===== config.mk =====
export PLATFORM = sky130hd
export DESIGN_NAME = csr_unit_flat
export DESIGN_NICKNAME = d
export VERILOG_FILES = /design/src/rtl/csr_unit_if.sv /design/src/rtl/csr_unit.sv /design/src/flat_wrapper.sv
export SDC_FILE = /design/constraint.sdc
export NUM_CORES = 1
export LEC_CHECK = 0
export ABC_AREA = 0
export CORE_MARGIN = 4
export CORE_UTILIZATION = 40
export DETAILED_ROUTE_END_ITERATION = 8
export SLEW_MARGIN = 20
export SYNTH_ARGS = -nofsm -noshare
export SYNTH_HDL_FRONTEND = slang
export SYNTH_SLANG_ARGS = --single-unit

===== constraint.sdc =====
create_clock -name clock -period 5.1 [get_ports clock]
set_input_delay 1.02 -clock clock [delete_from_list [all_inputs] [get_ports clock]]
set_output_delay 1.02 -clock clock [all_outputs]
set_load 0.02 [all_outputs]

===== src/rtl/csr_unit_if.sv =====
// Bus between the writeback/decode side and the machine-mode CSR file.
// Carries the CSR write, trap/mret commit, retire strobe, read port and
// the PC redirect back to ifetch.
interface csr_unit_if;
  logic        csr_wen_i;
  logic [11:0] csr_addr_i;
  logic [63:0] csr_wdata_i;
  logic        exception_i;
  logic [63:0] mcause_i;
  logic [63:0] pc_i;
  logic        mret_i;
  logic        retire_i;
  logic [11:0] csr_raddr_i;
  logic [63:0] csr_rdata_o;
  logic        redirect_o;
  logic [63:0] redirect_pc_o;

  // Pipeline side: drives commits and read addresses, consumes read data and redirects
  modport master (
    output csr_wen_i, csr_addr_i, csr_wdata_i, exception_i, mcause_i, pc_i,
           mret_i, retire_i, csr_raddr_i,
    input  csr_rdata_o, redirect_o, redirect_pc_o
  );

  // CSR file side
  modport slave (
    input  csr_wen_i, csr_addr_i, csr_wdata_i, exception_i, mcause_i, pc_i,
           mret_i, retire_i, csr_raddr_i,
    output csr_rdata_o, redirect_o, redirect_pc_o
  );
endinterface


===== src/rtl/csr_unit.sv =====
// Machine-mode CSR file. Commits CSR writes from writeback, performs trap
// entry and mret, issues a registered one-cycle PC redirect, keeps the
// mcycle/minstret counters and serves a combinational read port.
module csr_unit #(
  parameter logic [63:0] MTVEC_RESET = 64'h0,
  parameter logic [63:0] MISA_VALUE  = 64'h8000_0000_0000_1100,
  parameter bit          BYPASS      = 1'b1
) (
  input logic       clock,
  input logic       reset,
  csr_unit_if.slave bus
);

  localparam logic [11:0] ADDR_MSTATUS  = 12'h300;
  localparam logic [11:0] ADDR_MISA     = 12'h301;
  localparam logic [11:0] ADDR_MTVEC    = 12'h305;
  localparam logic [11:0] ADDR_MSCRATCH = 12'h340;
  localparam logic [11:0] ADDR_MEPC     = 12'h341;
  localparam logic [11:0] ADDR_MCAUSE   = 12'h342;
  localparam logic [11:0] ADDR_MCYCLE   = 12'hB00;
  localparam logic [11:0] ADDR_MINSTRET = 12'hB02;

  logic        r_mie;
  logic        r_mpie;
  logic [63:0] r_mtvec;
  logic [63:0] r_mscratch;
  logic [63:0] r_mepc;
  logic [63:0] r_mcause;
  logic [63:0] r_mcycle;
  logic [63:0] r_minstret;
  logic        r_redirect;
  logic [63:0] r_redirectPc;

  logic        w_writeOk;
  logic [63:0] w_mstatus;
  logic [63:0] w_archRead;
  logic [63:0] w_fwdData;

  // Value a register would read back after being written with data.
  // Unimplemented addresses read 0 and misa ignores writes.
  function automatic logic [63:0] maskWrite(input logic [11:0] addr,
                                            input logic [63:0] data);
    case (addr)
      ADDR_MSTATUS:  maskWrite = (data & 64'h88) | 64'h1800;
      ADDR_MISA:     maskWrite = MISA_VALUE;
      ADDR_MTVEC,
      ADDR_MEPC:     maskWrite = data & ~64'h3;
      ADDR_MSCRATCH,
      ADDR_MCAUSE,
      ADDR_MCYCLE,
      ADDR_MINSTRET: maskWrite = data;
      default:       maskWrite = 64'h0;
    endcase
  endfunction

  // A write commits only when no trap or mret claims the cycle.
  assign w_writeOk = bus.csr_wen_i & ~bus.exception_i & ~bus.mret_i;
  assign w_mstatus = {51'b0, 2'b11, 3'b0, r_mpie, 3'b0, r_mie, 3'b0};
  assign w_fwdData = maskWrite(bus.csr_addr_i, bus.csr_wdata_i);

  // Architected read mux
  always_comb begin
    w_archRead = 64'h0;
    case (bus.csr_raddr_i)
      ADDR_MSTATUS:  w_archRead = w_mstatus;
      ADDR_MISA:     w_archRead = MISA_VALUE;
      ADDR_MTVEC:    w_archRead = r_mtvec;
      ADDR_MSCRATCH: w_archRead = r_mscratch;
      ADDR_MEPC:     w_archRead = r_mepc;
      ADDR_MCAUSE:   w_archRead = r_mcause;
      ADDR_MCYCLE:   w_archRead = r_mcycle;
      ADDR_MINSTRET: w_archRead = r_minstret;
      default:       w_archRead = 64'h0;
    endcase
  end

  // Forward only plain CSR writes; trap and mret side effects become visible next cycle
  assign bus.csr_rdata_o = (BYPASS && w_writeOk && (bus.csr_raddr_i == bus.csr_addr_i))
                           ? w_fwdData : w_archRead;

  assign bus.redirect_o    = r_redirect;
  assign bus.redirect_pc_o = r_redirectPc;

  // State update: trap beats mret beats CSR write; a counter write beats its increment
  always_ff @(posedge clock) begin
    if (!reset) begin
      r_mie        <= 1'b0;
      r_mpie       <= 1'b0;
      r_mtvec      <= MTVEC_RESET;
      r_mscratch   <= 64'h0;
      r_mepc       <= 64'h0;
      r_mcause     <= 64'h0;
      r_mcycle     <= 64'h0;
      r_minstret   <= 64'h0;
      r_redirect   <= 1'b0;
      r_redirectPc <= 64'h0;
    end else begin
      r_mcycle   <= r_mcycle + 64'd1;
      r_redirect <= 1'b0;
      if (bus.retire_i && !bus.exception_i)
        r_minstret <= r_minstret + 64'd1;

      if (bus.exception_i) begin
        r_mepc       <= bus.pc_i & ~64'h3;
        r_mcause     <= bus.mcause_i;
        r_mpie       <= r_mie;
        r_mie        <= 1'b0;
        r_redirect   <= 1'b1;
        r_redirectPc <= r_mtvec;
      end else if (bus.mret_i) begin
        r_mie        <= r_mpie;
        r_mpie       <= 1'b1;
        r_redirect   <= 1'b1;
        r_redirectPc <= r_mepc;
      end else if (bus.csr_wen_i) begin
        case (bus.csr_addr_i)
          ADDR_MSTATUS: begin
            r_mie  <= |(bus.csr_wdata_i & 64'h08);
            r_mpie <= |(bus.csr_wdata_i & 64'h80);
          end
          ADDR_MTVEC:    r_mtvec    <= bus.csr_wdata_i & ~64'h3;
          ADDR_MSCRATCH: r_mscratch <= bus.csr_wdata_i;
          ADDR_MEPC:     r_mepc     <= bus.csr_wdata_i & ~64'h3;
          ADDR_MCAUSE:   r_mcause   <= bus.csr_wdata_i;
          ADDR_MCYCLE:   r_mcycle   <= bus.csr_wdata_i;
          ADDR_MINSTRET: r_minstret <= bus.csr_wdata_i;
          default: ;
        endcase
      end
    end
  end

endmodule

===== src/flat_wrapper.sv =====
// flat-port wrapper written by rule: the top's interface ports become plain ports
module csr_unit_flat 
#(
  parameter logic [63:0] MTVEC_RESET = 64'h0,
  parameter logic [63:0] MISA_VALUE  = 64'h8000_0000_0000_1100,
  parameter bit          BYPASS      = 1'b1
)
  (clock, reset, bus_csr_wen_i, bus_csr_addr_i, bus_csr_wdata_i, bus_exception_i, bus_mcause_i, bus_pc_i, bus_mret_i, bus_retire_i, bus_csr_raddr_i, bus_csr_rdata_o, bus_redirect_o, bus_redirect_pc_o);
  csr_unit_if bus_i ();
  input logic clock;
  input logic reset;
  input wire logic [$bits(bus_i.csr_wen_i)-1:0] bus_csr_wen_i;
  input wire logic [$bits(bus_i.csr_addr_i)-1:0] bus_csr_addr_i;
  input wire logic [$bits(bus_i.csr_wdata_i)-1:0] bus_csr_wdata_i;
  input wire logic [$bits(bus_i.exception_i)-1:0] bus_exception_i;
  input wire logic [$bits(bus_i.mcause_i)-1:0] bus_mcause_i;
  input wire logic [$bits(bus_i.pc_i)-1:0] bus_pc_i;
  input wire logic [$bits(bus_i.mret_i)-1:0] bus_mret_i;
  input wire logic [$bits(bus_i.retire_i)-1:0] bus_retire_i;
  input wire logic [$bits(bus_i.csr_raddr_i)-1:0] bus_csr_raddr_i;
  output wire logic [$bits(bus_i.csr_rdata_o)-1:0] bus_csr_rdata_o;
  output wire logic [$bits(bus_i.redirect_o)-1:0] bus_redirect_o;
  output wire logic [$bits(bus_i.redirect_pc_o)-1:0] bus_redirect_pc_o;
  assign bus_i.csr_wen_i = bus_csr_wen_i;
  assign bus_i.csr_addr_i = bus_csr_addr_i;
  assign bus_i.csr_wdata_i = bus_csr_wdata_i;
  assign bus_i.exception_i = bus_exception_i;
  assign bus_i.mcause_i = bus_mcause_i;
  assign bus_i.pc_i = bus_pc_i;
  assign bus_i.mret_i = bus_mret_i;
  assign bus_i.retire_i = bus_retire_i;
  assign bus_i.csr_raddr_i = bus_csr_raddr_i;
  assign bus_csr_rdata_o = bus_i.csr_rdata_o;
  assign bus_redirect_o = bus_i.redirect_o;
  assign bus_redirect_pc_o = bus_i.redirect_pc_o;
  csr_unit #(.MTVEC_RESET(MTVEC_RESET), .MISA_VALUE(MISA_VALUE), .BYPASS(BYPASS)) u_core (.clock(clock), .reset(reset), .bus(bus_i));
endmodule

After elaboration in Yosys (flattened, before gate mapping)
Index checks and enable logic that the tools add are counted.

Logic and storage cells: 86. Register bits after elaboration: 447. Input port bits: 222.

Bitwise gates (word level): 5. Equality and inequality tests: 18. Reductions and logical operators: 20. $add $sub $neg: 2. Mux-type cells: 31.

Operators with widths (count): $mux W64 (20); $pmux W64 S8 (1); $pmux W64 S4 (1); $eq A12 B10 Y1 const B (12); $add A64 B1 Y64 const B (2); $eq A12 B12 Y1 const B (4); $eq A12 B12 Y1 (1); $reduce_bool A2 Y1 (6); $mux W1 (9); $reduce_and A4 Y1 (2); $reduce_and A3 Y1 (2); $reduce_bool A3 Y1 (2); $reduce_and A2 Y1 (2); $reduce_or A2 Y1 (2); $reduce_or A4 Y1 (1); $not A1 Y1 (3); $and A1 B1 Y1 (2); $logic_and A1 B1 Y1 (2); $ne A2 B2 Y1 const B (1); $logic_not A1 Y1 (1).

Longest topological paths before layout
Depth in word-level cells: 7. Gate-level depth with buffers: 10. Depth with buffers taken out: 7.

Least setup slack after synthesis
No wires, ideal clock.

Kind: input port to output port. Start: input port bus_csr_raddr_i[6]. End: output port bus_csr_rdata_o[63]. Setup slack: 0.998 ns. Cell stages on the path: 9. Arrival time: 3.082 ns. Path buffers: 4. Data required time: 4.080 ns. Path through: clkbuf_1 nor2b_1 clkbuf_1 nand3_1 nor2_1 clkbuf_1 buf_1 a222oi_1 a32oi_1.

Word-level cells in the longest chain between the ends: 3. Elaborated cells between the ends (all ways): 12. Classes of those cells: 9 x eq/ne; 2 x mux; 1 x reduce/logical.

Ends and longest elaborated chain: start, declared (RTL line flat_wrapper.sv:20) `input wire logic [$bits(bus_i.csr_raddr_i)-1:0] bus_csr_raddr_i;`; $eq A12 B12 Y1, or another cell as far along (RTL line csr_unit.sv:64) `case (bus.csr_raddr_i)`; $pmux W64 S8 / $logic_and A1 B1 Y1 (equally long branches) (RTL line csr_unit.sv:64, csr_unit.sv:78); $mux W64 (*) (RTL line csr_unit.sv:79) `? w_fwdData : w_archRead;`; end, declared (RTL line flat_wrapper.sv:21) `output wire logic [$bits(bus_i.csr_rdata_o)-1:0] bus_csr_rdata_o;`.

Mark *: on every way between the ends. The rest lies on a longest branch, timed or not.

Worst setup path after layout
Start: input port bus_csr_raddr_i[10]. End: output port bus_csr_rdata_o[35].

Same word-level chain as after synthesis.

==> flow_metrics.tcl <==
set metrics [dict create \
    status "complete, no violations" \
    insertion_delay_ns 0.59 \
    min-delay-start "u_core.r_mscratch[6]" \
    fillCellCount 5419 \
    via_per_inst 5.87 \
    startpoint "bus_csr_raddr_i[10]" \
    coreArea_um2 56400 \
    crit_fanout 28 \
    p_sw_share_pct 24.1 \
    antenna_found_initial 2 \
    max_cap_violations 0 \
    synth_cell_types 57 \
    die_y_um 247 \
    final-instance-count-excl-fill 3874 \
    overflow 0 \
    grt_max_degree 141 \
    synth-seq-cells 445 \
    multiInputGateArea_um2 12800 \
    io_buffers 346 \
    switchingPower_mw 1.91 \
    drive_gt1_share_pct 5.81 \
    synth.avg_cell_area_um2 7.93 \
    dr.pass1.iters 8 \
    p_leak_nw 9.00 \
    vias 22739 \
    hold_buffers 0 \
    yosys_warnings 0 \
    skew_ns 0.0159 \
    dp_hpwl_um 55600 \
    seq_area_frac_synth_pct 39.1 \
    setup_violations 0 \
    ios 351 \
    fp.dieW_um 247 \
    syn_inst 2871 \
    async_flop_share_pct 0 \
    worstSetupStartpointType "input port" \
    worstPathRequired_ns 4.08 \
    netlist.area_leader.share_pct 39.1 \
    placed_area_um2 26900 \
    drcViolationCount 0 \
    finalNetCount 3306 \
    power_density_nw_per_um2 277 \
    p_int_mw 6.01 \
    relSlewSlack_pct 23.4 \
    root_buffer "clkbuf_16" \
    synth_top_cell_by_area "dfxtp_1" \
    tritoncts "built" \
    ir_worst_vdd_uv 229 \
    hold_viol_final 0 \
    htreeDepth 2 \
    wl_um 82700 \
    ant_nets 0 \
    synth_ff_type "dfxtp_1" \
    rsz0062_at_grt "no" \
    r2r_start "u_core.r_mcycle[17]" \
    worst-slew-pin-transition_ns 1.15 \
    arrival_ns 3.95 \
    drt-initial-drc-count 2212 \
    fin_crit_ns 4.97 \
    grt_pass1_vias 22225 \
    clk_pin_slew_worst_paths_ns 0.06 \
    synthesis.area_um2 22800 \
    die-area_um2 60800 \
    pwr-share-seq_pct 45.8 \
    clock_power_share_pct 45.7 \
    dp.cells 3786 \
    cts_inserted_buffers 50 \
    max_freq_mhz 201 \
    final_area_um2 28600 \
    criticalPathCategory "in -> out" \
    grt_pass1_wl_um 128000 \
    fin_tns_setup_ns 0 \
    finalCritPeriodShare_pct 97.4 \
    maxSlewViolCount 0 \
    wl_per_cell_um 21.3 \
    rows 87 \
    synth_edf_count 0 \
    grt_usage_pct 26.0 \
    cts.sinks 445 \
    area_growth_pct 25.4 \
    end_kind "output pin" \
    hold_class "reg -> reg" \
    synth.area.top_cells "dfxtp_1, a21oi_1, mux2i_1, o21ai_0, nand2_1" \
    combPwrFrac_pct 8.6 \
    cts_buffer_depth 3 \
    regArea_um2 8910 \
    start_util_pct 40.4 \
    globalplace.congestion 0.915 \
]
-- sequential cells by signal (all words and copies together), names as in the netlist --
name / count
u_core.bus.redirect_o: 1
u_core.bus.redirect_pc_o: 62
u_core.r_mcause: 64
u_core.r_mcycle: 64
u_core.r_mepc: 62
u_core.r_mie: 1
u_core.r_minstret: 64
u_core.r_mpie: 1
u_core.r_mscratch: 64
u_core.r_mtvec: 62
-- cells in the final DEF, fill, tap and decap left out, types with 4 or more instances in the layout --
cell type and count:
clkdlybuf4s50_1 340, and3_1 15, and4_1 16, buf_4 57, a21oi_1 461, bufinv_16 5
inv_1 15, clkbuf_8 5, o21ai_0 280, nand4_1 43, nor4_1 21, a22o_1 64
or2_2 4, nand3_1 54, clkbuf_16 51, nor2b_1 6, xnor2_1 82, nand2_1 321
xor2_1 54, nor2_1 263, a222oi_1 57, nor3_1 34, clkbuf_1 12, and2_1 7
nand2b_1 7, or3_1 4, buf_12 17, a22oi_1 64, mux2i_1 196, clkinv_2 10
dfxtp_1 445, a32oi_1 4, a211oi_1 38, nor2_4 4, or4_1 5
-- Yosys cell counts (3+ instances only) --
master    number
nand4_1       43
nand2b_1       7
nand3_1       54
dfxtp_1      445
o21ai_0      280
a22o_1        64
and2_1         9
nor2_1       266
nor3_1        35
xnor2_1       82
a21oi_1      461
nor3b_1        4
buf_4          9
inv_1         15
a222oi_1      57
a22oi_1       64
a32oi_1        4
nor4_1        21
and4_1        16
or3_1          4
nand2_1      322
clkbuf_2       4
mux2i_1      196
or4_1          8
and3_1        15
buf_1         16
xor2_1        54
o21ai_1        3
buf_2         18
or2_2          4
nor2b_1        8
nor4_2         4
buf_6          4
clkbuf_1     207
a211oi_1      38
-- power groups by stage --
stage / clock network [mW] / registers, mW / logic [mW]
2_1_floorplan: 0 / 3.69 / 0.305
3_3_place_gp: 0 / 3.69 / 0.663
3_5_place_dp: 0 / 3.70 / 0.675
4_1_cts: 3.69 / 3.62 / 0.679
5_1_grt: 3.82 / 3.63 / 0.737
6_report: 3.62 / 3.62 / 0.679
-- layout make-up --
| class | count | share of cell area (%) |
|---|---|---|
| diodes | 2 | 0.0175 |
| clock buffers | 68 | 4.87 |
| clock inverters | 18 | 0.784 |
| inverters | 17 | 0.259 |
| multi-input cells | 2152 | 44.9 |
| flip-flops and latches | 445 | 31.2 |
| well taps | 756 | 3.31 |
| repair buffers | 416 | 14.7 |
-- cell families (layout without fill, tap and decap cells) --
| group | Yosys count | count (layout) | share of synthesized area [%] |
|---|---|---|---|
| flip-flops | 445 | 445 | 39.1 |
| AND/OR/NAND/NOR | 830 | 830 | 16.5 |
| buffers and inverters | 275 | 519 | 4.93 |
| AO/OA/AOI/OAI | 984 | 984 | 25.3 |
| multiplexers | 198 | 198 | 8.72 |
| other | 1 | 4 | 0.0165 |
| adder cells (fa/ha/maj) | 2 | 2 | 0.110 |
| XOR/XNOR | 136 | 136 | 5.23 |
-- metal layers --
metal	vias to the layer above	global-route usage (%)	part of all wire, %
met5	-	0	0.016
met4	2	7.19	2.2
met3	125	3.38	6.7
met2	882	42.7	46
met1	10984	36.0	45
li1	10746	-	-
-- worst paths after layout --
path | to | slack, ns | cells past startpoint
worst max-delay path | bus_csr_rdata_o[35] | 0.13 | 10
worst min-delay path | u_core.r_mscratch[6] | 0.45 | 2
worst max register to register | u_core.r_mcycle[62] | 2.27 | 6
worst min register to register | u_core.r_mscratch[6] | 0.45 | 2
-- metrics by stage --
step	power (mW)	hold slack, ns	setup WS, ns	util [%]
final	7.92	0.450	0.134	50.6
after global routing	8.19	0.467	0.0296	50.6
after CTS	7.99	0.451	0.157	50.6
after detailed placement	4.37	0.444	-0.0495	47.8
after global placement	4.36	0.438	-0.0352	47.8
after floorplan	4.00	0.429	0.998	-
-- timing repair --
item	CTS	global route
pin swaps	0	0
endpoints found under the setup margin	22	1
gates resized for setup	1	1
buffers inserted	0	0
-- critical path, cell delays in order --
cell	delay, ns
clkdlybuf4s50_1	0.44
nand2b_1	0.18
or4_4	0.58
nor3_2	0.26
buf_4	0.18
buf_12	0.20
a222oi_1	0.10
o21ai_0	0.09
a22o_1	0.22
clkdlybuf4s50_1	0.63
Power figures use the tool's default switching activity.
